<file path="src/rtl/mem_port_arbiter.sv">
// Round-robin arbiter sharing one memory request/response port between NUM_PORTS requesters.
// Optional statistics ports are enabled by defining MEM_PORT_ARB_STATS_EN.
module mem_port_arbiter #(
  parameter int unsigned NUM_PORTS     = 4,
  parameter int unsigned LOG_TAG_DEPTH = 4,
  parameter int unsigned ADDR_W        = 32,
  parameter int unsigned DATA_W        = 32,
  localparam int unsigned REQ_W        = ADDR_W + DATA_W + 2,
  localparam int unsigned RESP_W       = DATA_W + 1,
  localparam int unsigned PORT_W       = $clog2(NUM_PORTS)
) (
  input  logic                                clk,
  input  logic                                rst,
  // MemReq layout: {valid, is_write, addr, data}; MemResp layout: {valid, data}
  input  logic [NUM_PORTS-1:0][REQ_W-1:0]     req_in,
  output logic [NUM_PORTS-1:0]                req_grant_out,
  output logic [NUM_PORTS-1:0][RESP_W-1:0]    resp_out,
  input  logic [NUM_PORTS-1:0]                resp_grant_in,
  output logic [REQ_W-1:0]                    mem_req_out,
  input  logic                                mem_req_grant_in,
  input  logic [RESP_W-1:0]                   mem_resp_in,
  output logic                                mem_resp_grant_out,
  output logic [LOG_TAG_DEPTH:0]              outstanding,
  output logic                                tag_err
`ifdef MEM_PORT_ARB_STATS_EN
  ,
  output logic [NUM_PORTS-1:0][31:0]          grant_count,
  output logic [LOG_TAG_DEPTH:0]              max_outstanding
`endif
);

  localparam int unsigned DEPTH = 1 << LOG_TAG_DEPTH;
  localparam logic [LOG_TAG_DEPTH:0] FULL_CNT = {1'b1, {LOG_TAG_DEPTH{1'b0}}};

  logic [PORT_W-1:0]        rr_ptr_q, rr_ptr_d;
  logic [LOG_TAG_DEPTH-1:0] wr_ptr_q, rd_ptr_q;
  logic [LOG_TAG_DEPTH:0]   count_q, count_d;
  logic                     tag_err_q;
  logic [PORT_W-1:0]        tag_mem [DEPTH];

  logic              found, sel_write, eligible, accept, push, pop;
  logic              full, empty, tag_err_set;
  logic [PORT_W-1:0] sel, head;

  // Rotating priority search starting at rr_ptr.
  always_comb begin
    found = 1'b0;
    sel   = '0;
    for (int k = 0; k < int'(NUM_PORTS); k++) begin
      automatic int idx = (int'(rr_ptr_q) + k) % int'(NUM_PORTS);
      if (!found && req_in[PORT_W'(idx)][REQ_W-1]) begin
        found = 1'b1;
        sel   = PORT_W'(idx);
      end
    end
  end

  assign full      = (count_q == FULL_CNT);
  assign empty     = (count_q == '0);
  assign sel_write = req_in[sel][REQ_W-2];
  // A blocked read keeps the selection, so a lower-priority write cannot slip past it.
  assign eligible  = rst && found && (sel_write || !full);
  assign accept    = eligible && mem_req_grant_in;
  assign push      = accept && !sel_write;

  always_comb begin
    mem_req_out   = eligible ? req_in[sel] : '0;
    req_grant_out = '0;
    if (accept) req_grant_out[sel] = 1'b1;
    rr_ptr_d = rr_ptr_q;
    if (accept) rr_ptr_d = (sel == PORT_W'(NUM_PORTS - 1)) ? '0 : sel + 1'b1;
  end

  assign head = tag_mem[rd_ptr_q];

  always_comb begin
    resp_out           = '0;
    mem_resp_grant_out = 1'b0;
    pop                = 1'b0;
    tag_err_set        = 1'b0;
    if (rst) begin
      if (!empty) begin
        resp_out[head]     = mem_resp_in;
        mem_resp_grant_out = mem_resp_in[DATA_W] && resp_grant_in[head];
        pop                = mem_resp_grant_out;
      end else begin
        // Orphan response: drain it and flag the error.
        mem_resp_grant_out = mem_resp_in[DATA_W];
        tag_err_set        = mem_resp_in[DATA_W];
      end
    end
  end

  always_comb begin
    count_d = count_q;
    unique case ({push, pop})
      2'b10:   count_d = count_q + 1'b1;
      2'b01:   count_d = count_q - 1'b1;
      default: count_d = count_q;
    endcase
  end

  always_ff @(posedge clk or negedge rst) begin
    if (!rst) begin
      rr_ptr_q  <= '0;
      wr_ptr_q  <= '0;
      rd_ptr_q  <= '0;
      count_q   <= '0;
      tag_err_q <= 1'b0;
    end else begin
      rr_ptr_q <= rr_ptr_d;
      count_q  <= count_d;
      if (push) wr_ptr_q <= wr_ptr_q + 1'b1;
      if (pop) rd_ptr_q <= rd_ptr_q + 1'b1;
      if (tag_err_set) tag_err_q <= 1'b1;
    end
  end

  always_ff @(posedge clk) begin
    if (push) tag_mem[wr_ptr_q] <= sel;
  end

  assign outstanding = count_q;
  assign tag_err     = tag_err_q;

`ifdef MEM_PORT_ARB_STATS_EN
  logic [NUM_PORTS-1:0][31:0] grant_count_q;
  logic [LOG_TAG_DEPTH:0]     max_out_q;

  always_ff @(posedge clk or negedge rst) begin
    if (!rst) begin
      grant_count_q <= '0;
      max_out_q     <= '0;
    end else begin
      for (int i = 0; i < int'(NUM_PORTS); i++) begin
        if (req_grant_out[i] && (grant_count_q[i] != '1)) begin
          grant_count_q[i] <= grant_count_q[i] + 1'b1;
        end
      end
      if (count_d > max_out_q) max_out_q <= count_d;
    end
  end

  assign grant_count     = grant_count_q;
  assign max_outstanding = max_out_q;
`endif

endmodule

</file>
<file path="config.mk">
export PLATFORM = sky130hd
export DESIGN_NAME = mem_port_arbiter
export DESIGN_NICKNAME = d
export VERILOG_FILES = /design/src/rtl/mem_port_arbiter.sv
export SDC_FILE = /design/constraint.sdc
export NUM_CORES = 1
export LEC_CHECK = 0
export BUFFER_PORTS_ARGS = -buffer_cell sky130_fd_sc_hd__clkbuf_2
export CAP_MARGIN = 5
export CORE_AREA = 3 3 201 203
export DETAILED_ROUTE_END_ITERATION = 10
export DIE_AREA = 0 0 204 206
export GPL_ROUTABILITY_DRIVEN = 0
export PLACE_DENSITY = 0.45
export SYNTH_ARGS = -nofsm -noshare
export SYNTH_HDL_FRONTEND = slang
export SYNTH_SLANG_ARGS = --single-unit
export TNS_END_PERCENT = 20
</file>
<file path="constraint.sdc">
create_clock -name clk -period 8.44 [get_ports clk]
set_clock_uncertainty 0.2 [all_clocks]
set_input_delay 0.844 -clock clk [delete_from_list [all_inputs] [get_ports clk]]
set_output_delay 0.844 -clock clk [all_outputs]
set_load 0.03 [all_outputs]
</file>
# Word level (Yosys, flattened, before mapping)
# Memory sizes are Yosys's and may differ from the RTL's.
# Cells that the tools add are included.
word_totals:
  register_bits: 16
  latchBits: 0
  ramBits: 32
  romBits: 0
  in_bits: 304
  output_inout_bits: 209
  elab_cells: 87
  memories: 1
memory_table:
  columns: ["name", "depth", "word_bits", "read_ports", "rd_clocked_by_memory_dff", "wr", "line", "text"]
  rows:
  - ["tag_mem", 16, 2, 1, 0, 1, "39", "logic [PORT_W-1:0] tag_mem [DEPTH];"]
classes:
  n_addsub: 8
  n_mul: 0
  n_div: 0
  order_cmp: 8
  n_eq_ne: 4
  shifts: 0
  muxes: 42
  bitwise_logic: 1
  n_reduce_logical: 18
op_table:
  columns: ["cell", "count"]
  rows:
  - ["$bmux 66 s2", 5]
  - ["$mux 66", 10]
  - ["$mux 132", 2]
  - ["$and 132x132->132", 1]
  - ["$demux 33 s2", 1]
  - ["$mux 33", 1]
  - ["$lt 2x4->1 const B", 4]
  - ["$mux 1", 14]
  - ["$logic_and 1x1->1", 10]
  - ["$mux 2", 5]
  - ["$pmux 5 s2", 1]
  - ["$add 4x1->4 const B", 2]
  - ["$lt 2x3->1 const B", 2]
  - ["$add 5x1->5 const B", 1]
  - ["$eq 5x5->1 const B", 1]
  - ["$logic_not 1->1", 5]
  - ["$logic_not 5->1", 1]
  - ["$sub 5x1->5 const B", 1]
  - ["$add 2x1->2 const B", 2]
  - ["$add 2x2->2 const B", 2]
  - ["$eq 2x2->1 const B", 2]
  - ["$ge 2x1->1 const B", 2]
  - ["$mux 4", 1]
  - ["$bmux 1 s2", 1]
  - ["4 further kinds", 4]

# Longest topological paths before layout
depth:
  word_depth: 21
  depth_mapped: 14
  mapped_depth_nobuf: 12

# Least setup slack after synthesis
# No wires, ideal clock.
synth_timing:
  kind: "input to register"
  start: "in req_in[65] (netlist bit)"
  end: "reg count_q[4], in the netlist outstanding[4]"
  setup_ns: 0.138
  t_arrival_ns: 3.813
  required_ns: 8.102
  path_slack_ns: 4.290
  path_stages: 14
  n_path_buf: 2
  cell_sequence: "or3b_2 -> o221ai_2 -> mux2i_1 -> mux2i_2 -> or3b_1 -> buf_4 -> buf_4 -> ha_1 -> fa_1 -> a21o_1 -> a21oi_1 -> xor2_1 -> nor2_1 -> xor2_1"
synth_between:
  elab_chain_len: 21
  word_cells_on_any_way: 38
  classes_between: "2 x eq/ne; 23 x mux; 13 x reduce/logical"
synth_rtl:
  columns: ["element", "line", "text"]
  rows:
  - ["start, declared", "15", "input logic [NUM_PORTS-1:0][REQ_W-1:0] req_in,"]
  - ["$bmux 66 s2", "51", "if (!found && req_in[PORT_W'(idx)][REQ_W-1]) begin"]
  - ["$mux 66 (implied by the code) (2 in a row)", "51", null]
  - ["$mux 1", "51", null]
  - ["$logic_not 1->1", "51", null]
  - ["$logic_and 1x1->1", "51", null]
  - ["$mux 1", "51", null]
  - ["$logic_not 1->1", "51", null]
  - ["$logic_and 1x1->1", "51", null]
  - ["[... 4 more ...]", null, null]
  - ["$bmux 66 s2", "60", "assign sel_write = req_in[sel][REQ_W-2];"]
  - ["$mux 66", null, null]
  - ["$logic_or 1x1->1", "62", "assign eligible = rst && found && (sel_write || !full);"]
  - ["$logic_and 1x1->1", "62", null]
  - ["$logic_and 1x1->1", "63", "assign accept = eligible && mem_req_grant_in;"]
  - ["$logic_and 1x1->1 (*)", "64", "assign push = accept && !sel_write;"]
  - ["$eq 2x1->1 / $eq 2x2->1 (equally long branches)", "96", "unique case ({push, pop})"]
  - ["$pmux 5 s2 / $reduce_bool 2->1 (equally long branches)", null, null]
  - ["end signal, assigned", "112", "count_q <= count_d;"]
  - ["end, declared", "37", "logic [LOG_TAG_DEPTH:0] count_q, count_d;"]
# Every way passes the cells marked *; elsewhere a longest branch is shown, timed or not. The select of a mux whose other input is x is not followed.
# A chain may end at the register's enable or synchronous reset.

# Worst setup path after layout
layout_timing:
  start: "in req_in[131] (netlist bit)"
  end: "out mem_req_out[17]"
layout_between:
  elab_chain_len: 18
  word_cells_on_any_way: 32
  classes_between: "23 x mux; 9 x reduce/logical"
layout_rtl:
  columns: ["element", "line", "text"]
  rows:
  - ["$bmux 66 s2", "51", null]
  - ["$mux 66 (implied by the code) (2 in a row)", "51", null]
  - ["$mux 1", "51", null]
  - ["$logic_not 1->1", "51", null]
  - ["$logic_and 1x1->1", "51", null]
  - ["$mux 1", "51", null]
  - ["$logic_not 1->1", "51", null]
  - ["$logic_and 1x1->1", "51", null]
  - ["$mux 1", "51", null]
  - ["$logic_not 1->1", "51", null]
  - ["$logic_and 1x1->1", "51", null]
  - ["$mux 2", "51", null]
  - ["$bmux 66 s2", "60, 67", null]
  - ["$mux 66 (implied by the code)", "67", "mem_req_out = eligible ? req_in[sel] : '0;"]
  - ["$logic_or 1x1->1", "62", null]
  - ["$logic_and 1x1->1", "62", null]
  - ["$mux 66 (*)", "67", null]
  - ["end, declared", "19", "output logic [REQ_W-1:0] mem_req_out,"]
# Marks and branches as above.

==> results.cfg <==
[logic_synthesis]
synth_edf_count = 32
synthTopCellsByCount = nor2_1 (115), mux4_2 (69), nor2b_1 (65)
synth_top_area_share = 0.285
yosys_warnings = 0
netlist_instances = 542
yosysTopAreaCell = mux4_2
syn-num-nets = 860
yosysSeqAreaShare = 0.249
netlist_area_sq_mm = 0.00546
ys_ff_latch = 48
netlist_top_cells_area = mux4_2 (28%), edfxtp_1 (18%), nor2_1 (7.9%), nor2b_1 (7.5%), dfrtp_1 (7.3%)
postSynthAreaPerCell_sq_um = 10.1
synthArstFlopShare = 0.333
synth_most_common_cell = nor2_1
ys.flop_type = edfxtp_1
synthDistinctLibCells = 51

[route]
postRouteWirelength_um = 30600
drt-initial-drc-count = 427
ant_nets = 0
drc_errors = 0
firstDrtPassIters = 4
post_drt_wl_per_cell_um = 19.8
vias_per_cell = 4.10
via_count = 6324

[global_routing]
antenna_found_initial = 10
grt_pass1_wl_um = 41500
grt_max_degree = 68
grt_pass1_vias = 6222
grt-ovfl-total = 0
track_usage = 0.133

[setup_path]
rr_worst_depth = 12
crit_type = in -> out
cp-startpoint = req_in[131]
worstSetupStartpointType = input pin
cp-end-kind = output pin
critPathMaxFanout = 47
cp.arrival_ps = 4040
rr_startpoint = rr_ptr_q[1]
crit_required_ps = 7400

[sta]
hold_violations = 0
fmax_mhz = 197
slew_viol_final = 0
slew-limit-headroom = 0.109
fin_crit_sh = 0.602
tns_ps = 0
fin_hold_ws_ps = 321
min_period_ps = 5080
tightest_slew_ps = 1340
finalSetupViolCount = 0
layout_setup_ws_ps = 3360
rsz0062_at_grt = no

[floorplan]
die_w_um = 204
dieHeight_um = 206
coreArea_sq_mm = 0.0386
ios = 513
initial_core_util = 0.141
rows = 72
die_area_sq_mm = 0.0420

[clock_network]
clock-root-buffer = clkbuf_16
cts_resized = 0
cts_setup_buffers = 0
cts_tree = built
cts_buffers = 5
h-tree-depth = 2
path_clk_slew_ps = 60
cts_sinks = 48
clk_path_buf_depth = 2
cts.hold.buffers_added = 0
clk_latency_ps = 290

[layout]
fillCellCount = 4298
drive_above_1_share = 0.635
design_area_sq_mm = 0.00865
layout.area.seq_sq_mm = 0.00136
utilization = 0.224
area_growth_pct = 58.4
multi_input_comb_area_sq_mm = 0.00382
nets = 1334

[power]
p_per_area_mw_per_mm2 = 311
peakVddDrop_mv = 0.211
leakage_nw = 4.13

[placed_design]
post-place-ws_ps = 3090
placed_cell_area_sq_mm = 0.00846
io_buffers = 512
hpwl_um = 26700

[status]
status = finished clean

[hold_path]
hp-class = in -> async

[flow_run]
drv_cap = 0
==> worst max-delay path: stages <==
cell and delay [ps]:
clkbuf_2 120, mux2_1 320, o221ai_4 830, buf_4 820
mux4_2 670, nor2b_1 160, clkbuf_2 220
==> final timing paths <==
| check | to | slack (ps) |
|---|---|---|
| max in group asynchronous | rd_ptr_q[1] | 7490 |
| max reg2reg | outstanding[4] | 3650 |
| min | wr_ptr_q[0] | 320 |
| min reg2reg | tag_err | 320 |
| max | mem_req_out[17] | 3360 |
| min in group clk | tag_err | 320 |
==> layout make-up <==
type / instances / area share
antenna: 8 / 0.00232
clock buffer: 5 / 0.0145
clock inverter: 3 / 0.00492
inverter: 8 / 0.00347
multi-input combinational: 436 / 0.442
sequential: 48 / 0.157
tap: 518 / 0.0750
timing repair buffer: 517 / 0.301
==> power breakdown <==
part | switching (W) | total (W) | internal (W) | leakage, nW
combinational | 0.00134 | 0.00205 | 0.000712 | 3.57
sequential | 0.000101 | 0.000412 | 0.000311 | 0.480
clock | 0.0000865 | 0.000226 | 0.000139 | 0.0799
==> cell families (layout without fill, tap and decap cells) <==
logic type	after synthesis	count (layout)	share of synthesized area
mux	93	93	0.337
buf+inv	58	533	0.0578
compound gates	23	23	0.0323
xor+xnor	11	11	0.0177
simple gates	295	295	0.272
fa+ha+maj	14	14	0.0335
other cells	0	8	0
flops	48	48	0.249
==> flip-flops by register name, summed over array words and instances (netlist names) <==
register and cells:
rr_ptr_q 2, wr_ptr_q 4, outstanding 5, tag_mem 32
rd_ptr_q 4, tag_err 1
==> routing by layer <==
metal	routed length, um	GRT usage
met4	1080	0.0605
met2	15200	0.231
met5	23	0
met1	11400	0.153
met3	2840	0.0356
==> layout by cell type, fill, tap and decap left out, drive strengths merged, types with 2 or more instances in the layout <==
cell type and instances:
a21boi 2, a21o 3, a21oi 6, and2 5
buf 5, clkbuf 517, dfrtp 16, diode 8
edfxtp 32, ha 13, inv 8, mux2 5
mux2i 17, mux4 71, nand2 49, nand2b 5
nand3 5, nand3b 4, nor2 144, nor2b 65
nor3 7, nor4b 4, o21ai 5, o21ba 2
or3b 2, xnor2 3, xor2 8
==> through the flow <==
stage               cells  total power (W)
finish               1543          0.00269
global route         1542          0.00286
CTS                  1535          0.00272
detailed placement   1527          0.00248
global placement     1527          0.00248
floorplan             542          0.00196
(Power assumes the default switching activity.)
